`src/rtl/cache_pkg.sv`:
```
`default_nettype none
// +----------------------------------------------------------------------------+
// | Module      : cache_pkg                                                    |
// | Description : Shared line/select types, FSM states and byte-merge helper.  |
// | Revision    : 1.0                                                          |
// +----------------------------------------------------------------------------+
package cache_pkg;

    localparam int LINE_BYTES = 16;

    typedef logic [8*LINE_BYTES-1:0] cache_line_t;
    typedef logic [LINE_BYTES-1:0]   line_sel_t;

    typedef enum logic [1:0] {
        IDLE      = 2'd0,
        LOOKUP    = 2'd1,
        WRITEBACK = 2'd2,
        ALLOCATE  = 2'd3
    } state_t;

    function automatic cache_line_t merge_line(
        input cache_line_t old_line,
        input cache_line_t new_line,
        input line_sel_t   sel
    );
        cache_line_t res;
        res = old_line;
        for (int i = 0; i < LINE_BYTES; i++) begin
            if (sel[i]) begin
                res[8*i +: 8] = new_line[8*i +: 8];
            end
        end
        return res;
    endfunction

endpackage
`default_nettype wire

```
`src/rtl/cache_plru.sv`:
```
`default_nettype none
// +----------------------------------------------------------------------------+
// | Module      : cache_plru                                                   |
// | Description : Tree pseudo-LRU update and victim selection (combinational). |
// | Revision    : 1.0                                                          |
// +----------------------------------------------------------------------------+
module cache_plru
    import cache_pkg::*;
#(
    parameter int WAYS = 2
) (
    input  logic [WAYS-2:0]         i_tree,
    input  logic [$clog2(WAYS)-1:0] i_hit_way,
    output logic [WAYS-2:0]         o_tree,
    output logic [$clog2(WAYS)-1:0] o_victim
);

    localparam int c_LEVELS = $clog2(WAYS);

    // Heap-ordered tree: node n has children 2n+1 (left) and 2n+2 (right);
    // a node bit of 1 means the victim lies in the right subtree.
    always_comb begin : p_update
        int   w_node;
        logic w_dir;
        o_tree = i_tree;
        w_node = 0;
        w_dir  = 1'b0;
        for (int l = 0; l < c_LEVELS; l++) begin
            w_dir = i_hit_way[c_LEVELS-1-l];
            o_tree[c_LEVELS'(w_node)] = ~w_dir;
            w_node = 2*w_node + 1 + int'(w_dir);
        end
    end

    always_comb begin : p_victim
        int   w_node;
        logic w_dir;
        o_victim = '0;
        w_node   = 0;
        w_dir    = 1'b0;
        for (int l = 0; l < c_LEVELS; l++) begin
            w_dir = i_tree[c_LEVELS'(w_node)];
            o_victim[c_LEVELS-1-l] = w_dir;
            w_node = 2*w_node + 1 + int'(w_dir);
        end
    end

endmodule
`default_nettype wire

```
`src/rtl/cache_nway.sv`:
```
`default_nettype none
// +----------------------------------------------------------------------------+
// | Module      : cache_nway                                                   |
// | Description : N-way set-associative write-back/write-allocate line cache   |
// |               with tree PLRU. CACHE_PERF_EN adds hit/miss/wb counters.     |
// | Revision    : 1.0                                                          |
// +----------------------------------------------------------------------------+
module cache_nway
    import cache_pkg::*;
#(
    parameter int WAYS   = 2,
    parameter int SETS   = 8,
    parameter int ADDR_W = 12
) (
    input  logic              clk,
    input  logic              rst_n,
    input  logic              s_cyc,
    input  logic              s_stb,
    input  logic              s_we,
    input  logic [ADDR_W-1:0] s_adr,
    input  logic [15:0]       s_sel,
    input  logic [127:0]      s_dat_m,
    output logic [127:0]      s_dat_s,
    output logic              s_ack,
    output logic              write_hit,
    output logic              m_cyc,
    output logic              m_stb,
    output logic              m_we,
    output logic [ADDR_W-1:0] m_adr,
    output logic [15:0]       m_sel,
    output logic [127:0]      m_dat_m,
    input  logic [127:0]      m_dat_s,
    input  logic              m_ack
`ifdef CACHE_PERF_EN
    ,
    output logic [31:0]       hit_count,
    output logic [31:0]       miss_count,
    output logic [31:0]       wb_count
`endif
);

    localparam int c_IDX_W = $clog2(SETS);
    localparam int c_TAG_W = ADDR_W - c_IDX_W;
    localparam int c_WAY_W = $clog2(WAYS);

    cache_line_t        r_data  [SETS][WAYS];
    logic [c_TAG_W-1:0] r_tag   [SETS][WAYS];
    logic [WAYS-1:0]    r_valid [SETS];
    logic [WAYS-1:0]    r_dirty [SETS];
    logic [WAYS-2:0]    r_plru  [SETS];

    state_t             r_state, w_state_next;
    logic [ADDR_W-1:0]  r_adr;
    logic               r_we;
    line_sel_t          r_sel;
    cache_line_t        r_wdat;
    logic [c_WAY_W-1:0] r_victim;
    logic               r_replay;

    logic               r_s_ack, r_write_hit, r_m_cyc, r_m_we;
    cache_line_t        r_s_dat, r_m_dat;
    logic [ADDR_W-1:0]  r_m_adr;

    logic [c_IDX_W-1:0] w_idx;
    logic [c_TAG_W-1:0] w_tag;
    logic [WAYS-1:0]    w_hit_vec;
    logic               w_hit, w_any_inv, w_vic_dirty;
    logic [c_WAY_W-1:0] w_hit_way, w_inv_way, w_plru_victim, w_victim;
    logic [WAYS-2:0]    w_plru_next;
    cache_line_t        w_hit_line, w_merged;

    assign w_idx = r_adr[c_IDX_W-1:0];
    assign w_tag = r_adr[ADDR_W-1:c_IDX_W];

    for (genvar g = 0; g < WAYS; g++) begin : g_way
        assign w_hit_vec[g] = r_valid[w_idx][g] && (r_tag[w_idx][g] == w_tag);
    end

    always_comb begin
        w_hit_way = '0;
        w_inv_way = '0;
        for (int w = WAYS-1; w >= 0; w--) begin
            if (w_hit_vec[w])        w_hit_way = c_WAY_W'(w);
            if (!r_valid[w_idx][w])  w_inv_way = c_WAY_W'(w);
        end
    end

    cache_plru #(.WAYS(WAYS)) u_plru (
        .i_tree    (r_plru[w_idx]),
        .i_hit_way (w_hit_way),
        .o_tree    (w_plru_next),
        .o_victim  (w_plru_victim)
    );

    assign w_hit       = |w_hit_vec;
    assign w_any_inv   = ~&r_valid[w_idx];
    assign w_victim    = w_any_inv ? w_inv_way : w_plru_victim;
    assign w_vic_dirty = r_valid[w_idx][w_victim] & r_dirty[w_idx][w_victim];
    assign w_hit_line  = r_data[w_idx][w_hit_way];
    assign w_merged    = merge_line(w_hit_line, r_wdat, r_sel);

    always_ff @(posedge clk) begin
        if (!rst_n) r_state <= IDLE;
        else        r_state <= w_state_next;
    end

    always_comb begin
        w_state_next = r_state;
        case (r_state)
            IDLE:      if (s_cyc && s_stb && !r_s_ack) w_state_next = LOOKUP;
            LOOKUP:    if (w_hit)            w_state_next = IDLE;
                       else if (w_vic_dirty) w_state_next = WRITEBACK;
                       else                  w_state_next = ALLOCATE;
            WRITEBACK: if (m_ack)            w_state_next = ALLOCATE;
            ALLOCATE:  if (r_m_cyc && m_ack) w_state_next = LOOKUP;
            default:                         w_state_next = IDLE;
        endcase
    end

    always_ff @(posedge clk) begin
        if (!rst_n) begin
            r_s_ack     <= 1'b0;
            r_write_hit <= 1'b0;
            r_s_dat     <= '0;
            r_m_cyc     <= 1'b0;
            r_m_we      <= 1'b0;
            r_m_adr     <= '0;
            r_m_dat     <= '0;
            r_adr       <= '0;
            r_we        <= 1'b0;
            r_sel       <= '0;
            r_wdat      <= '0;
            r_victim    <= '0;
            r_replay    <= 1'b0;
            for (int s = 0; s < SETS; s++) begin
                r_valid[s] <= '0;
                r_dirty[s] <= '0;
                r_plru[s]  <= '0;
            end
        end else begin
            r_s_ack     <= 1'b0;
            r_write_hit <= 1'b0;
            case (r_state)
                IDLE: begin
                    if (s_cyc && s_stb && !r_s_ack) begin
                        r_adr  <= s_adr;
                        r_we   <= s_we;
                        r_sel  <= s_sel;
                        r_wdat <= s_dat_m;
                    end
                end
                LOOKUP: begin
                    if (w_hit) begin
                        r_s_ack       <= 1'b1;
                        r_s_dat       <= r_we ? w_merged : w_hit_line;
                        r_plru[w_idx] <= w_plru_next;
                        r_replay      <= 1'b0;
                        if (r_we) begin
                            r_dirty[w_idx][w_hit_way] <= 1'b1;
                            r_write_hit               <= !r_replay;
                        end
                    end else begin
                        r_victim <= w_victim;
                        r_m_cyc  <= 1'b1;
                        if (w_vic_dirty) begin
                            r_m_we  <= 1'b1;
                            r_m_adr <= {r_tag[w_idx][w_victim], w_idx};
                            r_m_dat <= r_data[w_idx][w_victim];
                        end else begin
                            r_m_we  <= 1'b0;
                            r_m_adr <= r_adr;
                        end
                    end
                end
                WRITEBACK: begin
                    if (m_ack) begin
                        r_m_cyc <= 1'b0;
                        r_m_we  <= 1'b0;
                    end
                end
                ALLOCATE: begin
                    // After a write-back the bus idles one cycle before the fill starts.
                    if (!r_m_cyc) begin
                        r_m_cyc <= 1'b1;
                        r_m_we  <= 1'b0;
                        r_m_adr <= r_adr;
                    end else if (m_ack) begin
                        r_m_cyc                  <= 1'b0;
                        r_valid[w_idx][r_victim] <= 1'b1;
                        r_dirty[w_idx][r_victim] <= 1'b0;
                        r_replay                 <= 1'b1;
                    end
                end
                default: ;
            endcase
        end
    end

    always_ff @(posedge clk) begin
        if (rst_n) begin
            if (r_state == LOOKUP && w_hit && r_we) begin
                r_data[w_idx][w_hit_way] <= w_merged;
            end
            if (r_state == ALLOCATE && r_m_cyc && m_ack) begin
                r_data[w_idx][r_victim] <= m_dat_s;
                r_tag[w_idx][r_victim]  <= w_tag;
            end
        end
    end

    assign s_ack     = r_s_ack;
    assign s_dat_s   = r_s_dat;
    assign write_hit = r_write_hit;
    assign m_cyc     = r_m_cyc;
    assign m_stb     = r_m_cyc;
    assign m_we      = r_m_we;
    assign m_adr     = r_m_adr;
    assign m_sel     = {16{r_m_cyc}};
    assign m_dat_m   = r_m_dat;

`ifdef CACHE_PERF_EN
    logic [31:0] r_hit_cnt, r_miss_cnt, r_wb_cnt;

    always_ff @(posedge clk) begin
        if (!rst_n) begin
            r_hit_cnt  <= '0;
            r_miss_cnt <= '0;
            r_wb_cnt   <= '0;
        end else begin
            if (r_state == LOOKUP && w_hit && !r_replay && r_hit_cnt != '1)
                r_hit_cnt <= r_hit_cnt + 32'd1;
            if (r_state == LOOKUP && !w_hit && r_miss_cnt != '1)
                r_miss_cnt <= r_miss_cnt + 32'd1;
            if (r_state == WRITEBACK && m_ack && r_wb_cnt != '1)
                r_wb_cnt <= r_wb_cnt + 32'd1;
        end
    end

    assign hit_count  = r_hit_cnt;
    assign miss_count = r_miss_cnt;
    assign wb_count   = r_wb_cnt;
`endif

endmodule
`default_nettype wire

```
`config.mk`:
```
export PLATFORM = sky130hd
export DESIGN_NAME = cache_nway
export DESIGN_NICKNAME = d
export VERILOG_FILES = /design/src/rtl/cache_pkg.sv /design/src/rtl/cache_plru.sv /design/src/rtl/cache_nway.sv
export SDC_FILE = /design/constraint.sdc
export NUM_CORES = 2
export LEC_CHECK = 0
export ABC_AREA = 1
export BUFFER_PORTS_ARGS = -buffer_cell sky130_fd_sc_hd__buf_2
export CORE_MARGIN = 10
export CORE_UTILIZATION = 50
export DETAILED_ROUTE_END_ITERATION = 8
export PLACE_DENSITY = 0.63
export SYNTH_ARGS = -nofsm -noshare
export SYNTH_HDL_FRONTEND = slang
export SYNTH_HIERARCHICAL = 1
export SYNTH_SLANG_ARGS = --single-unit
```
`constraint.sdc`:
```
create_clock -name clk -period 8.3 [get_ports clk]
set_input_delay 1.66 -clock clk [delete_from_list [all_inputs] [get_ports clk]]
set_output_delay 1.66 -clock clk [all_outputs]
set_load 0.1 [all_outputs]
```
==> impl_summary.txt <==
----------------------------------------------------
[Status]
  Outcome ... completed

[Global route]
  Largest net degree at the start of global routing ... 269
  Global route overflow ... 0
  Via count of the first global-routing pass ... slightly below 80000
  Antenna violations before repair ... 5
  Global-route usage over all layers ... 0.2635
  Global-route wire length before repair ... ~500 mm

[Clock network]
  Clock tree from TritonCTS ... yes
  Number of sinks driven by the clock tree ... between 2000 and 3000
  CTS hold repair buffers ... 0
  Number of buffers inserted during clock tree synthesis ... 297
  Total number of H-tree levels ... 5
  Post-CTS clock slew at the launch and capture registers of the worst setup and hold paths ... 0.06 ns
  Maximum count of clock buffers along a single path ... 4
  # Post-CTS Setup Buffers ... 0
  Gates resized, CTS repair ... 0
  Clock root buffer master ... clkbuf_16
  Insertion delay of the later-clocked pin in the worst-skew pair ... 0.94 ns

[Setup path]
  Worst-path fanout max ... 268
  Peak per-stage delay on the critical path ... a little over 0.7 ns
  Critical-path cell list ... clkinv_16 > o21ai_1 > nand3_1 > nand2_1 > nand2_1 > nand2_1 > nand2_1 > nor2_1 > nand3_4 > nand2_8 > inv_2 > o21ai_1 > nand2_1 > inv_6 > buf_4
  Count of buffer and inverter cells on the critical path ... 4
  Critical-path top delay cell ... dfxtp_4
  Critical path endpoint category ... flip-flop
  Data required time of the worst path ... ~8.8 ns
  Most common cell type on the critical path ... nand2_1
  Number of gates on the worst path with buffers counted ... 15
  Startpoint type of the worst setup path ... flip-flop
  Crit Path Category ... reg -> reg
  Kind of cell adding the most delay to the critical path ... simple AND/OR/NAND/NOR gates
  Path depth of the worst reg2reg path ... 15
  Crit path DAT ... 6.96 ns

[Die]
  Num ports ... 579
  Core area ... 220200 um^2
  DIE AREA ... 241000 um^2
  Number of core rows ... 172
  Y dimension of the die ... slightly below 500 um
  Chip width ... 491.0 um
  Starting utilization of the core area ... 0.5037

[Detailed routing]
  Vias ... 82440
  Antenna Violating Nets Remaining ... 0
  First drt pass iteration count ... 7
  Number of DRC violations after detailed routing ... 0
  Per-cell via count in the routed design ... 5.915
  Detailed-route wire length ... between 300 and 400 mm
  Detailed router's first-iteration violation count ... 9246
  Post-DR wirelength/cell ... 23.82 um

[Timing]
  Worst Tran Pin Value ... 1.224 ns
  Worst-case headroom to the max-slew limit ... 0.1812
  Hold slack final ... 0.4529 ns
  Final worst-path cycle share ... 0.7745
  Final TNS setup ... 0 ns
  Worst-case setup margin in the final layout ... 1.871 ns
  Setup repair after global routing missed its margin ... no
  Final Slew Violations ... 0
  Shortest period the worst path allows ... approximately 6.4 ns
  Maximum clock rate ... 155.6 MHz
  Layout Skew ... around 0.056 ns
  Finish-stage setup viols ... 0
  Final Hold Fails ... 0

[Placement]
  Detailed placer's ending HPWL ... 194.3 mm
  Post-placement setup slack ... roughly 2 ns
  Buffers added on ports ... 578
  Cell area reported after detailed placement ... 115600 um^2
  Final weighted congestion in routability-driven placement ... roughly 0.86
  Placed instance count ... 13420

[Power]
  Clock power frac ... 0.393
  Int Power ... 23.57 mW
  Ratio of total power to cell area ... 257.8 nW/um^2
  Switching power share of the total ... 0.2676
  Peak supply drop ... roughly 0.20 mV
  Total power draw ... 32.19 mW
  Net Switching ... between 8 and 9 mW
  Power share of the combinational group ... 0.131
  Leakage component of the power ... 44.55 nW
  Sequential Power Share ... 0.477

[Synth]
  Number of synthesized register bits ... 2668
  Synth async-reset ratio ... 0
  Average cell area after synthesis ... between 10 and 15 um^2
  Post-Syn Area ... roughly 110000 um^2
  Top flip-flop cell by instance count after synthesis ... edfxtp_1
  Synthesis Warnings ... 6
  Post-synth EDFFs ... 2208
  Proportion of synthesized chip area in sequential cells ... 0.6809
  Net count of the mapped netlist ... 10840
  Distinct cell type count after synthesis ... 34
  Number of standard cells after synthesis ... 10540

[Final layout]
  Design area ... 124800 um^2
  Synth-to-layout area growth ... 12.57%
  Number of nets in the layout ... 11060
  Proportion of layout cells with a drive suffix above 1 ... 0.1043
  Post-Route Utilization ... 0.5671
  Final cell count without fillers ... 13940

[Flow run]
  Max-cap viol count ... 0

[Min path]
  Hold Path Class ... reg -> reg
  Number of cells on the worst hold path ... 2

----------------------------------------------------
## sequential cells by signal, indices dropped and copies added (netlist names), 2 cells and up, named ones only
name,count
r_state,2
r_wdat,128
r_dirty,16
r_adr,12
m_adr,12
r_sel,16
s_dat_s,128
r_tag,144
r_data,2048
r_valid,16
r_plru,8
m_dat_m,128
## logic make-up (layout without fill, tap and decap cells)
| kind of cell | Yosys count | after routing | synth area share |
|---|---|---|---|
| AO/OA/AOI/OAI | 2589 | 2589 | 0.1230 |
| adder cells (fa/ha/maj) | 5 | 5 | 0.0005641 |
| buffers and inverters | 1093 | 1527 | 0.04136 |
| flip-flops | 2668 | 2668 | 0.6809 |
| multiplexers | 1 | 1 | 0.00009026 |
| other | 0 | 2 | 0 |
| AND/OR/NAND/NOR | 4187 | 4187 | 0.1541 |
## power groups by stage
| stage | Sequential [mW] | Clock, mW | Combinational (mW) |
|---|---|---|---|
| global placement | 15.6 | 0 | 4.07 |
| global route | 15.4 | 13.3 | 4.60 |
| CTS | 15.3 | 12.8 | 4.16 |
| finish | 15.3 | 12.6 | 4.20 |
| detailed placement | 15.6 | 0 | 4.15 |
| floorplan | 15.7 | 0 | 2.64 |
## worst register-to-register path, stage by stage (launching register included)
cell and delay (ns):
dfxtp_4 0.72, clkinv_16 0.49, o21ai_1 0.69, nand3_1 0.15, nand2_1 0.11, nand2_1 0.05, nand2_1 0.06, nand2_1 0.06
nor2_1 0.18, nand3_4 0.47, nand2_8 0.63, inv_2 0.40, o21ai_1 0.54, nand2_1 0.25, inv_6 0.49, buf_4 0.70
## final timing paths
| kind | end | start | slack, ns |
|---|---|---|---|
| setup reg to reg | r_data[5][187]$_DFFE_PP_ | flip-flop | 1.87 |
| hold / removal | r_wdat[38]$_SDFFE_PN0P_ | r_wdat[38]$_SDFFE_PN0P_ | 0.45 |
| setup / recovery | r_data[5][187]$_DFFE_PP_ | flip-flop | 1.87 |
| hold reg to reg | r_wdat[38]$_SDFFE_PN0P_ | r_wdat[38]$_SDFFE_PN0P_ | 0.45 |
## placed cells by master (no fill, tap or decap), types with 3 or more instances in the layout
master	n
edfxtp_1	2208
nand2_1	1734
nor2_1	1631
o21ai_0	1344
nand3_1	653
buf_2	577
dfxtp_1	456
a21oi_1	438
o22ai_1	401
clkbuf_16	305
inv_1	274
o21ai_1	272
a31oi_1	129
nor3b_1	128
buf_4	87
clkinv_1	65
clkbuf_1	59
clkinv_2	51
buf_12	33
inv_6	22
bufinv_16	21
nor3_1	12
nand4_1	11
nor4_1	8
clkinvlp_4	8
clkbuf_8	8
ha_1	5
nor2_4	4
dfxtp_4	4
inv_2	3
nand2_4	3
clkbuf_2	3
## synthesized netlist by cell type, types with 3 or more instances
master / count / area [um^2]
buf_1: 40 / 150.1
clkinv_1: 19 / 71.32
clkbuf_2: 3 / 15.01
o21ai_1: 272 / 1361
nor3b_1: 128 / 960.9
nand4_1: 11 / 68.82
o21ai_0: 1344 / 6726
nor2_2: 3 / 18.77
nand3_1: 653 / 3268
o22ai_1: 401 / 2509
edfxtp_1: 2208 / 66300
buf_2: 150 / 750.7
a21oi_1: 438 / 2192
ha_1: 5 / 62.56
nor4_1: 8 / 50.05
inv_2: 7 / 26.28
nor2_1: 1633 / 6130
buf_6: 9 / 101.4
clkbuf_1: 515 / 1933
inv_1: 291 / 1092
a31oi_1: 129 / 807.0
buf_4: 58 / 435.4
dfxtp_1: 460 / 9209
nand2_1: 1737 / 6520
nor3_1: 12 / 60.06
## metal layers
metal	share of wire	track usage	routed length (um)	vias up
met5	0.000081	0	27	-
met4	0.030	0.08209	9839	4
met3	0.091	0.05388	30150	609
met2	0.46	0.4168	152100	3971
met1	0.42	0.3668	139900	40260
li1	-	-	-	37600
## cell type report
| type | count | area [um^2] |
|---|---|---|
| Antenna cell | 2 | 5.005 |
| Tap cell | 2958 | 3701 |
| Fill cell | 18510 | 95320 |
| Inverter | 318 | 1333 |
| Clock buffer | 375 | 7979 |
| Clock inverter | 136 | 1209 |
| Multi-Input combinational cell | 6782 | 30870 |
| Sequential cell | 2668 | 75530 |
| Timing Repair Buffer | 698 | 4217 |
No activity file was read; power rests on OpenSTA's default activity.
